**src/rtl/integrator_comb_decim_if.sv**
```systemverilog
// Signal bundle between the integrator comb/decimator and its neighbours.
// drop_cnt exists only when INTEGRATOR_COMB_DECIM_DROP_CNT_EN is defined.
interface integrator_comb_decim_if #(
    parameter int WIDTH = 10
);
    logic signed [WIDTH-1:0] eta_i1;
    logic signed [WIDTH-1:0] bodyVar_o;
    logic                    out_valid;
    logic                    out_ready;
    logic                    drop_flag;
`ifdef INTEGRATOR_COMB_DECIM_DROP_CNT_EN
    logic [7:0]              drop_cnt;

    modport master (
        input  eta_i1, out_ready,
        output bodyVar_o, out_valid, drop_flag, drop_cnt
    );
    modport slave (
        output eta_i1, out_ready,
        input  bodyVar_o, out_valid, drop_flag, drop_cnt
    );
`else
    modport master (
        input  eta_i1, out_ready,
        output bodyVar_o, out_valid, drop_flag
    );
    modport slave (
        output eta_i1, out_ready,
        input  bodyVar_o, out_valid, drop_flag
    );
`endif
endinterface

```
**src/rtl/integrator_comb_decim.sv**
```systemverilog
// Decimate-by-DECIM comb stage with a single-entry valid/ready output register.
// Optional drop counter: define INTEGRATOR_COMB_DECIM_DROP_CNT_EN.
module integrator_comb_decim #(
    parameter int WIDTH = 10,
    parameter int DECIM = 4,
    parameter int CNT_W = 8
) (
    input logic                    system1000,
    input logic                    system1000_rstn,
    integrator_comb_decim_if.master bus
);

    localparam logic [CNT_W-1:0] LAST_CNT = CNT_W'(DECIM - 1);
    localparam logic signed [WIDTH-1:0] SAT_MAX = {1'b0, {(WIDTH-1){1'b1}}};
    localparam logic signed [WIDTH-1:0] SAT_MIN = {1'b1, {(WIDTH-1){1'b0}}};

    logic [CNT_W-1:0]        cnt;
    logic signed [WIDTH-1:0] prev;
    logic signed [WIDTH-1:0] data_q;
    logic                    valid_q;
    logic                    drop_q;
    logic                    tick;
    logic                    accept;
    logic [WIDTH:0]          diff_wide;
    logic signed [WIDTH-1:0] diff;

    assign tick   = (cnt == LAST_CNT);
    assign accept = !valid_q || bus.out_ready;

    // Overflow of the WIDTH+1-bit difference shows as disagreeing top two bits.
    // NOTE: every always_comb output gets a default first so no latch is inferred.
    always_comb begin
        diff_wide = {bus.eta_i1[WIDTH-1], bus.eta_i1} - {prev[WIDTH-1], prev};
        diff      = diff_wide[WIDTH-1:0];
        if (diff_wide[WIDTH] != diff_wide[WIDTH-1]) begin
            diff = diff_wide[WIDTH] ? SAT_MIN : SAT_MAX;
        end
    end

    // NOTE: sequential state uses non-blocking assignments only.
    always_ff @(posedge system1000) begin
        if (!system1000_rstn) begin
            cnt     <= '0;
            prev    <= '0;
            data_q  <= '0;
            valid_q <= 1'b0;
            drop_q  <= 1'b0;
        end else begin
            cnt <= tick ? '0 : cnt + 1'b1;
            if (tick) begin
                prev <= bus.eta_i1;
            end
            if (tick && accept) begin
                data_q  <= diff;
                valid_q <= 1'b1;
            end else if (valid_q && bus.out_ready) begin
                valid_q <= 1'b0;
            end
            if (tick && !accept) begin
                drop_q <= 1'b1;
            end
        end
    end

`ifdef INTEGRATOR_COMB_DECIM_DROP_CNT_EN
    logic [7:0] drop_cnt_q;

    always_ff @(posedge system1000) begin
        if (!system1000_rstn) begin
            drop_cnt_q <= '0;
        end else if (tick && !accept && drop_cnt_q != 8'hFF) begin
            drop_cnt_q <= drop_cnt_q + 8'd1;
        end
    end

    assign bus.drop_cnt = drop_cnt_q;
`endif

    assign bus.bodyVar_o = data_q;
    assign bus.out_valid = valid_q;
    assign bus.drop_flag = drop_q;

endmodule

```
**src/flat_wrapper.sv**
```systemverilog
// flat-port wrapper written by rule: the top's interface ports become plain ports
module integrator_comb_decim_flat 
#(
    parameter int WIDTH = 10,
    parameter int DECIM = 4,
    parameter int CNT_W = 8
)
  (system1000, system1000_rstn, bus_eta_i1, bus_out_ready, bus_bodyVar_o, bus_out_valid, bus_drop_flag);
  integrator_comb_decim_if #(.WIDTH(WIDTH)) bus_i ();
  input logic system1000;
  input logic system1000_rstn;
  input wire logic [$bits(bus_i.eta_i1)-1:0] bus_eta_i1;
  input wire logic [$bits(bus_i.out_ready)-1:0] bus_out_ready;
  output wire logic [$bits(bus_i.bodyVar_o)-1:0] bus_bodyVar_o;
  output wire logic [$bits(bus_i.out_valid)-1:0] bus_out_valid;
  output wire logic [$bits(bus_i.drop_flag)-1:0] bus_drop_flag;
  assign bus_i.eta_i1 = bus_eta_i1;
  assign bus_i.out_ready = bus_out_ready;
  assign bus_bodyVar_o = bus_i.bodyVar_o;
  assign bus_out_valid = bus_i.out_valid;
  assign bus_drop_flag = bus_i.drop_flag;
  integrator_comb_decim #(.WIDTH(WIDTH), .DECIM(DECIM), .CNT_W(CNT_W)) u_core (.system1000(system1000), .system1000_rstn(system1000_rstn), .bus(bus_i));
endmodule
```
**config.mk**
```make
export PLATFORM = sky130hd
export DESIGN_NAME = integrator_comb_decim_flat
export DESIGN_NICKNAME = d
export VERILOG_FILES = /design/src/rtl/integrator_comb_decim_if.sv /design/src/rtl/integrator_comb_decim.sv /design/src/flat_wrapper.sv
export SDC_FILE = /design/constraint.sdc
export NUM_CORES = 1
export LEC_CHECK = 0
export CORE_MARGIN = 2
export CORE_UTILIZATION = 54
export CTS_CLUSTER_SIZE = 25
export DETAILED_ROUTE_END_ITERATION = 10
export GPL_ROUTABILITY_DRIVEN = 0
export HOLD_SLACK_MARGIN = 0.08
export PLACE_DENSITY_LB_ADDON = 0.05
export SYNTH_ARGS = -nofsm -noshare
export SYNTH_HDL_FRONTEND = slang
export SYNTH_SLANG_ARGS = --single-unit
export TNS_END_PERCENT = 10
```
**constraint.sdc**
```tcl
create_clock -name system1000 -period 2.4 [get_ports system1000]
set_input_delay 0.36 -clock system1000 [delete_from_list [all_inputs] [get_ports system1000]]
set_output_delay 0.36 -clock system1000 [all_outputs]
set_load 0.05 [all_outputs]
```
After elaboration in Yosys (flattened, before gate mapping)
Cells that the tools add are included.

Bits in registers: 30. Bits of input ports: 13. Logic and storage cells: 22.

Add/sub/neg operators: 2. Eq/ne operators: 2. Muxes and demuxes: 4. Bitwise logic cells: 1. Reductions and logical operators: 8.

Operators with widths (count): $mux 10 (2); $sub 10x10->11 (1); $add 8x1->8 const B (1); $eq 8x2->1 const B (1); $logic_and 1x1->1 (3); $logic_not 1->1 (2); $mux 1 (2); $reduce_bool 2->1 (1); $reduce_or 2->1 (1); $logic_or 1x1->1 (1); $ne 1x1->1 (1); $not 1->1 (1).

Longest topological paths before layout
Gate-level depths: netlist (run 1).

Word-level depth: 4. Depth in mapped cells: 9.

Worst setup path after synthesis (run 1)
No wires, ideal clock.

Kind: input port to flip-flop. From: input bus_eta_i1[0]. To: register u_core.data_q[8] (netlist: u_core.bus.bodyVar_o[8]). Arrival time: 2.027 ns. Data required time: 2.264 ns. Slack: 0.237 ns. Stages on the path: 9. Path buffers: 0. Cell sequence: inv_1 -> ha_1 -> fa_1 -> nand2b_1 -> a211o_1 -> and3_2 -> o21a_1 -> o211ai_1 -> a21oi_1.

Cells in the longest elaborated chain, start to end: 3. Elaborated cells on any way between the ends: 4. Classes of those cells: 1 x add/sub; 1 x eq/ne; 2 x mux.

Ends and longest elaborated chain: start, declared (line flat_wrapper.sv:12) `input wire logic [$bits(bus_i.eta_i1)-1:0] bus_eta_i1;`; $sub 10x10->11 * (line integrator_comb_decim.sv:33) `diff_wide = {bus.eta_i1[WIDTH-1], bus.eta_i1} - {prev[WIDTH-1], prev};`; $mux 10 / $ne 1x1->1 (equally long branches) (line integrator_comb_decim.sv:36, integrator_comb_decim.sv:35); $mux 10 * (line integrator_comb_decim.sv:35) `if (diff_wide[WIDTH] != diff_wide[WIDTH-1]) begin`; end signal, assigned (line integrator_comb_decim.sv:54) `data_q <= diff;`; end, declared (line integrator_comb_decim.sv:19) `logic signed [WIDTH-1:0] data_q;`.

Mark *: on every way between the ends. The rest lies on a longest branch, timed or not. A chain may end at the register's enable or synchronous reset.

Worst setup path after layout (run 1)
From: input bus_eta_i1[1]. To: register u_core.data_q[5] (netlist: u_core.bus.bodyVar_o[5]).

The elaborated chain is that of the path after synthesis.

==> impl_metrics.ini, run 1 <==
[die]
die_w_um = 60.3
die_y_um = 60.3
dieArea_um2 = 3630
fp.coreArea_um2 = 3030
io_pins = 25
rows = 20
initial_core_util_pct = 56.5

[clocking]
ctsHoldBuffers = 0
clock_sinks = 30
clk_latency_ns = 0.34
cts_tree = yes
clk_pin_slew_ns = 0.10
clock_path_buffers = 2
cts_buffers = 5
ctsHtreeMaxLevel = 2
ctsRootBufferMaster = clkbuf_4

[worst_setup_path]
critPathMaxFanout = 8
cp-end-kind = register
worst_ep_arrival_time_ns = 2.45
critPathKind = in -> reg
worstPathRequired_ns = 2.60
r2r_slack_ns = 0.21
startpoint_type = input pin

[yosys]
synth_adder_area_share_pct = 9.22
syn_nets = 222
synth-simple-area-share_pct = 21.4
synth_compound_area_share_pct = 19.2
syn-cell-area_um2 = 1710
synth_top_family_by_area = simple AND/OR/NAND/NOR gates
netlist_instances = 197
seq_area_frac_synth_pct = 35.1
ys_types = 44
syn_avg_cell_area_um2 = 8.68
synthMuxAreaShare_pct = 4.68
synth_async_sr_flop_share_pct = 0
synth_edf_count = 0
synth-main-ff-cell = dfxtp_1
synth_xor_area_share_pct = 4.61
ys_warn_count = 0
yosys_register_bits = 30

[timing]
worstMarginPinSlew_ns = 0.496
rsz0062_at_grt = false
setup_violations = 0
fin_crit_sh_pct = 93.5
fin_setup_tns_ns = 0
period_needed_ns = 2.24
holdWs_ns = 0.342
slew_headroom_pct = 66.7
fmax_ghz = 0.446
skew_ns = 0.00971
final_max_slew_viol_count = 0
finalHoldViolCount = 0

[cells_and_area]
syn_to_final_growth_pct = 28.0
fillers = 257
antennaDiodeCount = 0
nNetsFinal = 265
final_layout_size_suffix_gt1_share_pct = 15.4

[grt]
grt.total_usage_pct = 23.4
grt_pass1_wl_mm = 6.29
antenna_found_initial = 0
grt_max_degree = 15
overflow = 0
grt_pass1_vias = 1466

[power_and_ir_drop]
leakage_nw = 0.917
power_density_nw_per_um2 = 545
vdd_drop_max_mv = 0.370

[hold_path]
min_path_type = in -> reg

[place]
io_buffers = 24
dp_hpwl_mm = 2.92

[run]
maxCapViolCount = 0

[drt]
vias_per_cell = 5.40
wl_per_cell_um = 13.3
routed_wl_mm = 3.78
drt_pass1_iterations = 4
drt-initial-drc-count = 33
route.detailed.drc = 0
final_antenna_net_count = 0
vias = 1539

[status]
status = finished clean
-- registers in the layout (all words and copies together), names as in the netlist --
signal / flops
u_core.prev: 10
u_core.bus.out_valid: 1
u_core.bus.drop_flag: 1
u_core.cnt: 8
u_core.bus.bodyVar_o: 10
-- through the flow --
| stage | power (mW) | setup slack (ns) | utilization, % | instance area, um^2 | instances |
|---|---|---|---|---|---|
| final | 1.19 | 0.157 | 72.3 | 2190 | 285 |
| after CTS | 1.20 | 0.0138 | 71.3 | 2160 | 284 |
| after global placement | 0.872 | -0.309 | 69.0 | 2090 | 276 |
| after global routing | 1.26 | 0.0525 | 72.3 | 2190 | 285 |
| after floorplan | 0.766 | 0.237 | - | 1710 | 197 |
| after detailed placement | 0.883 | -0.386 | 69.0 | 2090 | 276 |
-- synth_stat cells (all sizes together), types with 2 or more instances --
| cell | instances | area [um^2] |
|---|---|---|
| clkbuf | 3 | 12.5 |
| o2111ai | 2 | 23.8 |
| a211oi | 2 | 15.0 |
| o21ai | 12 | 60.1 |
| o21a | 5 | 37.5 |
| nand2b | 4 | 25.0 |
| inv | 17 | 63.8 |
| nand4 | 2 | 12.5 |
| xnor2 | 4 | 35.0 |
| nor2b | 9 | 56.3 |
| a31oi | 2 | 18.8 |
| nand2 | 13 | 48.8 |
| ha | 11 | 138 |
| nor3 | 4 | 20.0 |
| nor2 | 13 | 48.8 |
| a21boi | 3 | 22.5 |
| dfxtp | 30 | 601 |
| nand3 | 9 | 45.0 |
| mux2i | 8 | 80.1 |
| a21oi | 13 | 68.8 |
| a21o | 3 | 22.5 |
| xor2 | 5 | 43.8 |
| and3 | 5 | 33.8 |
| nand3b | 3 | 22.5 |
-- path summary, 6_finish.rpt --
kind / start / endpoint / cells after the start
max: bus_eta_i1[1] / u_core.bus.bodyVar_o[5]$_SDFFE_PN0P_ / 8
min: bus_eta_i1[0] / u_core.prev[0]$_SDFFE_PN0P_ / 3
max reg2reg: u_core.prev[1]$_SDFFE_PN0P_ / u_core.bus.bodyVar_o[5]$_SDFFE_PN0P_ / 8
min reg2reg: u_core.cnt[0]$_SDFF_PP0_ / u_core.cnt[0]$_SDFF_PP0_ / 1
-- cell type report --
class,count,area [um^2],share of cell area [%]
Sequential cell,30,601,27.4
Tap cell,44,55.1,2.51
Clock inverter,1,5.00,0.229
Multi-Input combinational cell,145,1040,47.5
Inverter,17,63.8,2.91
Timing Repair Buffer,41,370,16.9
Clock buffer,7,55.1,2.51
-- worst max-delay path, stage by stage --
cell and delay (ns):
clkdlybuf4s50_1 0.48, ha_1 0.32, nor2b_1 0.15, o2111ai_1 0.29
a21oi_2 0.15, o21a_1 0.23, nor3b_4 0.35, a21oi_1 0.13
-- cell usage in the layout (no fill, tap or decap), types with 5 or more instances in the layout --
cell              n
nor2b_1           9
mux2i_1           8
o21a_1            5
clkdlybuf4s50_1  23
ha_1             10
nand2_1          13
nand3_1           9
clkbuf_4          5
nor2_1           13
a21oi_1          12
dfxtp_1          30
inv_1            17
buf_4            17
o21ai_0          12
xor2_1            5
-- per-layer routing --
layer | GRT usage [%] | wire length [um] | vias to the layer above
met5 | 0 | 0 | -
met4 | 8.57 | 73 | 0
met3 | 6.49 | 111 | 8
met2 | 40.8 | 2000 | 22
met1 | 27.2 | 1600 | 724
li1 | - | - | 785
-- logic make-up (layout without fill, tap and decap cells) --
family,after synthesis,count (layout)
fa+ha+maj,12,12
xor+xnor,9,9
flops,30,30
buf+inv,22,66
simple gates,67,67
compound gates,49,49
mux,8,8
-- power by group --
| part | switching (mW) | internal [mW] |
|---|---|---|
| sequential | 0.0152 | 0.524 |
| clock | 0.169 | 0.142 |
| combinational | 0.190 | 0.153 |
| total | 0.374 | 0.819 |
-- what timing repair did --
item                                    4_1_cts  5_1_grt
gates resized for setup                       1        6
buffers inserted                              0        1
endpoints found under the setup margin        2        9
cloned                                        0        0
pin swaps                                     0        4
Note: power is estimated with default switching activity, not from simulation.
==> inputs of run 2 (changes only) <==
--- a/config.mk
+++ b/config.mk
@@ -5,6 +5,7 @@
 export SDC_FILE = /design/constraint.sdc
 export NUM_CORES = 1
 export LEC_CHECK = 0
+export CAP_MARGIN = 20
 export CORE_MARGIN = 2
 export CORE_UTILIZATION = 54
 export CTS_CLUSTER_SIZE = 25
@@ -12,6 +13,7 @@
 export GPL_ROUTABILITY_DRIVEN = 0
 export HOLD_SLACK_MARGIN = 0.08
 export PLACE_DENSITY_LB_ADDON = 0.05
+export REMOVE_ABC_BUFFERS = 1
 export SYNTH_ARGS = -nofsm -noshare
 export SYNTH_HDL_FRONTEND = slang
 export SYNTH_SLANG_ARGS = --single-unit
==> run 2 against run 1 <==
Maximum frequency shrank 3.2%. Sequential share of layout area is 0.33 points lower. Cell count is 1.1% higher. Worst hold slack better by 0.12 ns. Sequential cell count unchanged. Routed wire length is 3.1% higher. Critical endpoint is now u_core.bus.bodyVar_o[8]$_SDFFE_PN0P_. Largest cell class unchanged. Non-clock buffer count up 3. Critical path type unchanged. Design area rose by 1.2%. Sequential power is essentially flat. Die area unchanged. Total power is 8.3% higher.
==> impl_metrics.ini, run 2 (same netlist as run 1, synthesis figures left out) <==
[drt]
vias_per_cell = 5.44
vias = 1568
drt_pass1_iterations = 4
final_antenna_net_count = 0
route.detailed.drc = 0
drt-initial-drc-count = 83
routed_wl_mm = 3.90
wl_per_cell_um = 13.5

[run]
maxCapViolCount = 0

[timing]
fmax_ghz = 0.432
setup_violations = 0
final_max_slew_viol_count = 0
worstMarginPinSlew_ns = 0.515
skew_ns = 0.0126
setup_ws_ns = 0.0829
slew_headroom_pct = 65.4
holdWs_ns = 0.457
period_needed_ns = 2.32
finalHoldViolCount = 0
fin_crit_sh_pct = 96.5

[worst_setup_path]
worstPathRequired_ns = 2.64
crit_slowest_cell = clkdlybuf4s50_1
ff2ff_path_depth = 9
startpoint_type = input pin
cp-end-kind = register
critPathKind = in -> reg
r2r_start = u_core.prev[1]$_SDFFE_PN0P_
slowest_delay_ns = 0.47
r2r_end = u_core.bus.bodyVar_o[7]$_SDFFE_PN0P_
critPathMaxFanout = 3
worst_ep_arrival_time_ns = 2.56
r2r_slack_ns = 0.24
crit_chain = clkdlybuf4s50_1 > inv_1 > ha_1 > fa_1 > nand2b_4 > a211o_1 > and3_2 > o21a_1 > o211ai_1 > a21oi_1

[cells_and_area]
post-route-util_pct = 73.2
seq_area_um2 = 601
nNetsFinal = 268
final_layout_size_suffix_gt1_share_pct = 16.0
multi_input_area_um2 = 1030
final_cell_mix = dfxtp_1, clkdlybuf4s50_1, buf_4
antennaDiodeCount = 0
syn_to_final_growth_pct = 29.6
final_common_cell = dfxtp_1
fillers = 254

[clocking]
clock_sinks = 30
clock_path_buffers = 2
cts_tree = yes
cts_buffers = 5
ctsHtreeMaxLevel = 2
ctsHoldBuffers = 0
clk_pin_slew_ns = 0.10
clk_latency_ns = 0.34
ctsRootBufferMaster = clkbuf_4

[hold_path]
min_path_type = reg -> reg
hold_end = u_core.cnt[0]$_SDFF_PP0_
holdPathStages = 1
hp-start = u_core.cnt[0]$_SDFF_PP0_

[place]
preCtsSetupSlack_ns = -0.337
dp_hpwl_mm = 2.93
io_buffers = 24

[grt]
grt.total_usage_pct = 24.1
grt_max_degree = 16
grt_pass1_wl_mm = 6.43
antenna_found_initial = 0
grt_pass1_vias = 1455
overflow = 0

[die]
initial_core_util_pct = 56.5
die_w_um = 60.3
fp.coreArea_um2 = 3030
die_y_um = 60.3
rows = 20
dieArea_um2 = 3630
io_pins = 25

[power_and_ir_drop]
power_density_nw_per_um2 = 583
vdd_drop_max_mv = 0.411
leakage_nw = 0.937

[status]
status = finished clean
## run 2: cell count changes in the layout (fill, tap and decap cells not counted), sizes merged
cell	before	now
buf	17	20
bufinv	0	1
clkbuf	7	5
clkdlybuf4s50	23	24
clkinv	1	2
dlymetal6s2s	1	0
## run 2: critical path: cells and delay by family
family / cells / cell delay, ns
simple gates: 2 / 0.36
compound gates: 4 / 0.71
buf+inv: 2 / 0.52
fa+ha+maj: 2 / 0.60
## run 2: stage by stage
step,cells,power [mW],cell area (um^2),TNS [ns]
after floorplan,192,0.759,1680,0
after global placement,279,0.876,2110,-2.17
after detailed placement,279,0.888,2110,-2.49
after CTS,287,1.29,2190,0
after global routing,288,1.36,2220,-0.0230
final,288,1.29,2220,0
## run 2: report_power, final
group          switching, mW  leakage, nW  total, mW  internal [mW]
combinational          0.194        0.649      0.352          0.157
sequential            0.0148        0.243      0.538          0.524
clock                  0.185       0.0450      0.401          0.215
total                  0.394        0.937       1.29          0.897
## run 2: metal layers
metal	share of wire, %	global-route usage [%]	wire length [um]	up-vias
met4	0.74	7.30	29	0
li1	-	-	-	788
met5	0	0	0	-
met2	50	40.7	1960	49
met3	5.1	7.14	200	6
met1	44	29.4	1700	725
## run 2: worst max-delay path by stage
stage               cells after the start  slack, ns                                    to          start
floorplan                               9       0.24  u_core.bus.bodyVar_o[8]$_SDFFE_PN0P_  bus_eta_i1[0]
global placement                       10      -0.31  u_core.bus.bodyVar_o[8]$_SDFFE_PN0P_  bus_eta_i1[0]
detailed placement                     10      -0.34  u_core.bus.bodyVar_o[8]$_SDFFE_PN0P_  bus_eta_i1[0]
CTS                                    10       0.04  u_core.bus.bodyVar_o[8]$_SDFFE_PN0P_  bus_eta_i1[0]
global route                           11      -0.02  u_core.bus.bodyVar_o[7]$_SDFFE_PN0P_  bus_eta_i1[0]
finish                                 10       0.08  u_core.bus.bodyVar_o[8]$_SDFFE_PN0P_  bus_eta_i1[0]
## run 2: area by class of cell
cell class                      count  area share (%)
Sequential cell                    30            27.1
Inverter                           17            2.88
Multi-Input combinational cell    145            46.4
Clock buffer                        5            1.69
Clock inverter                      3            1.81
Tap cell                           44            2.48
Timing Repair Buffer               44            17.6
## run 2: what timing repair did
item                                    in CTS  in global routing
buffers inserted                             0                  1
gates resized for setup                      0                  3
endpoints found under the setup margin       0                  9
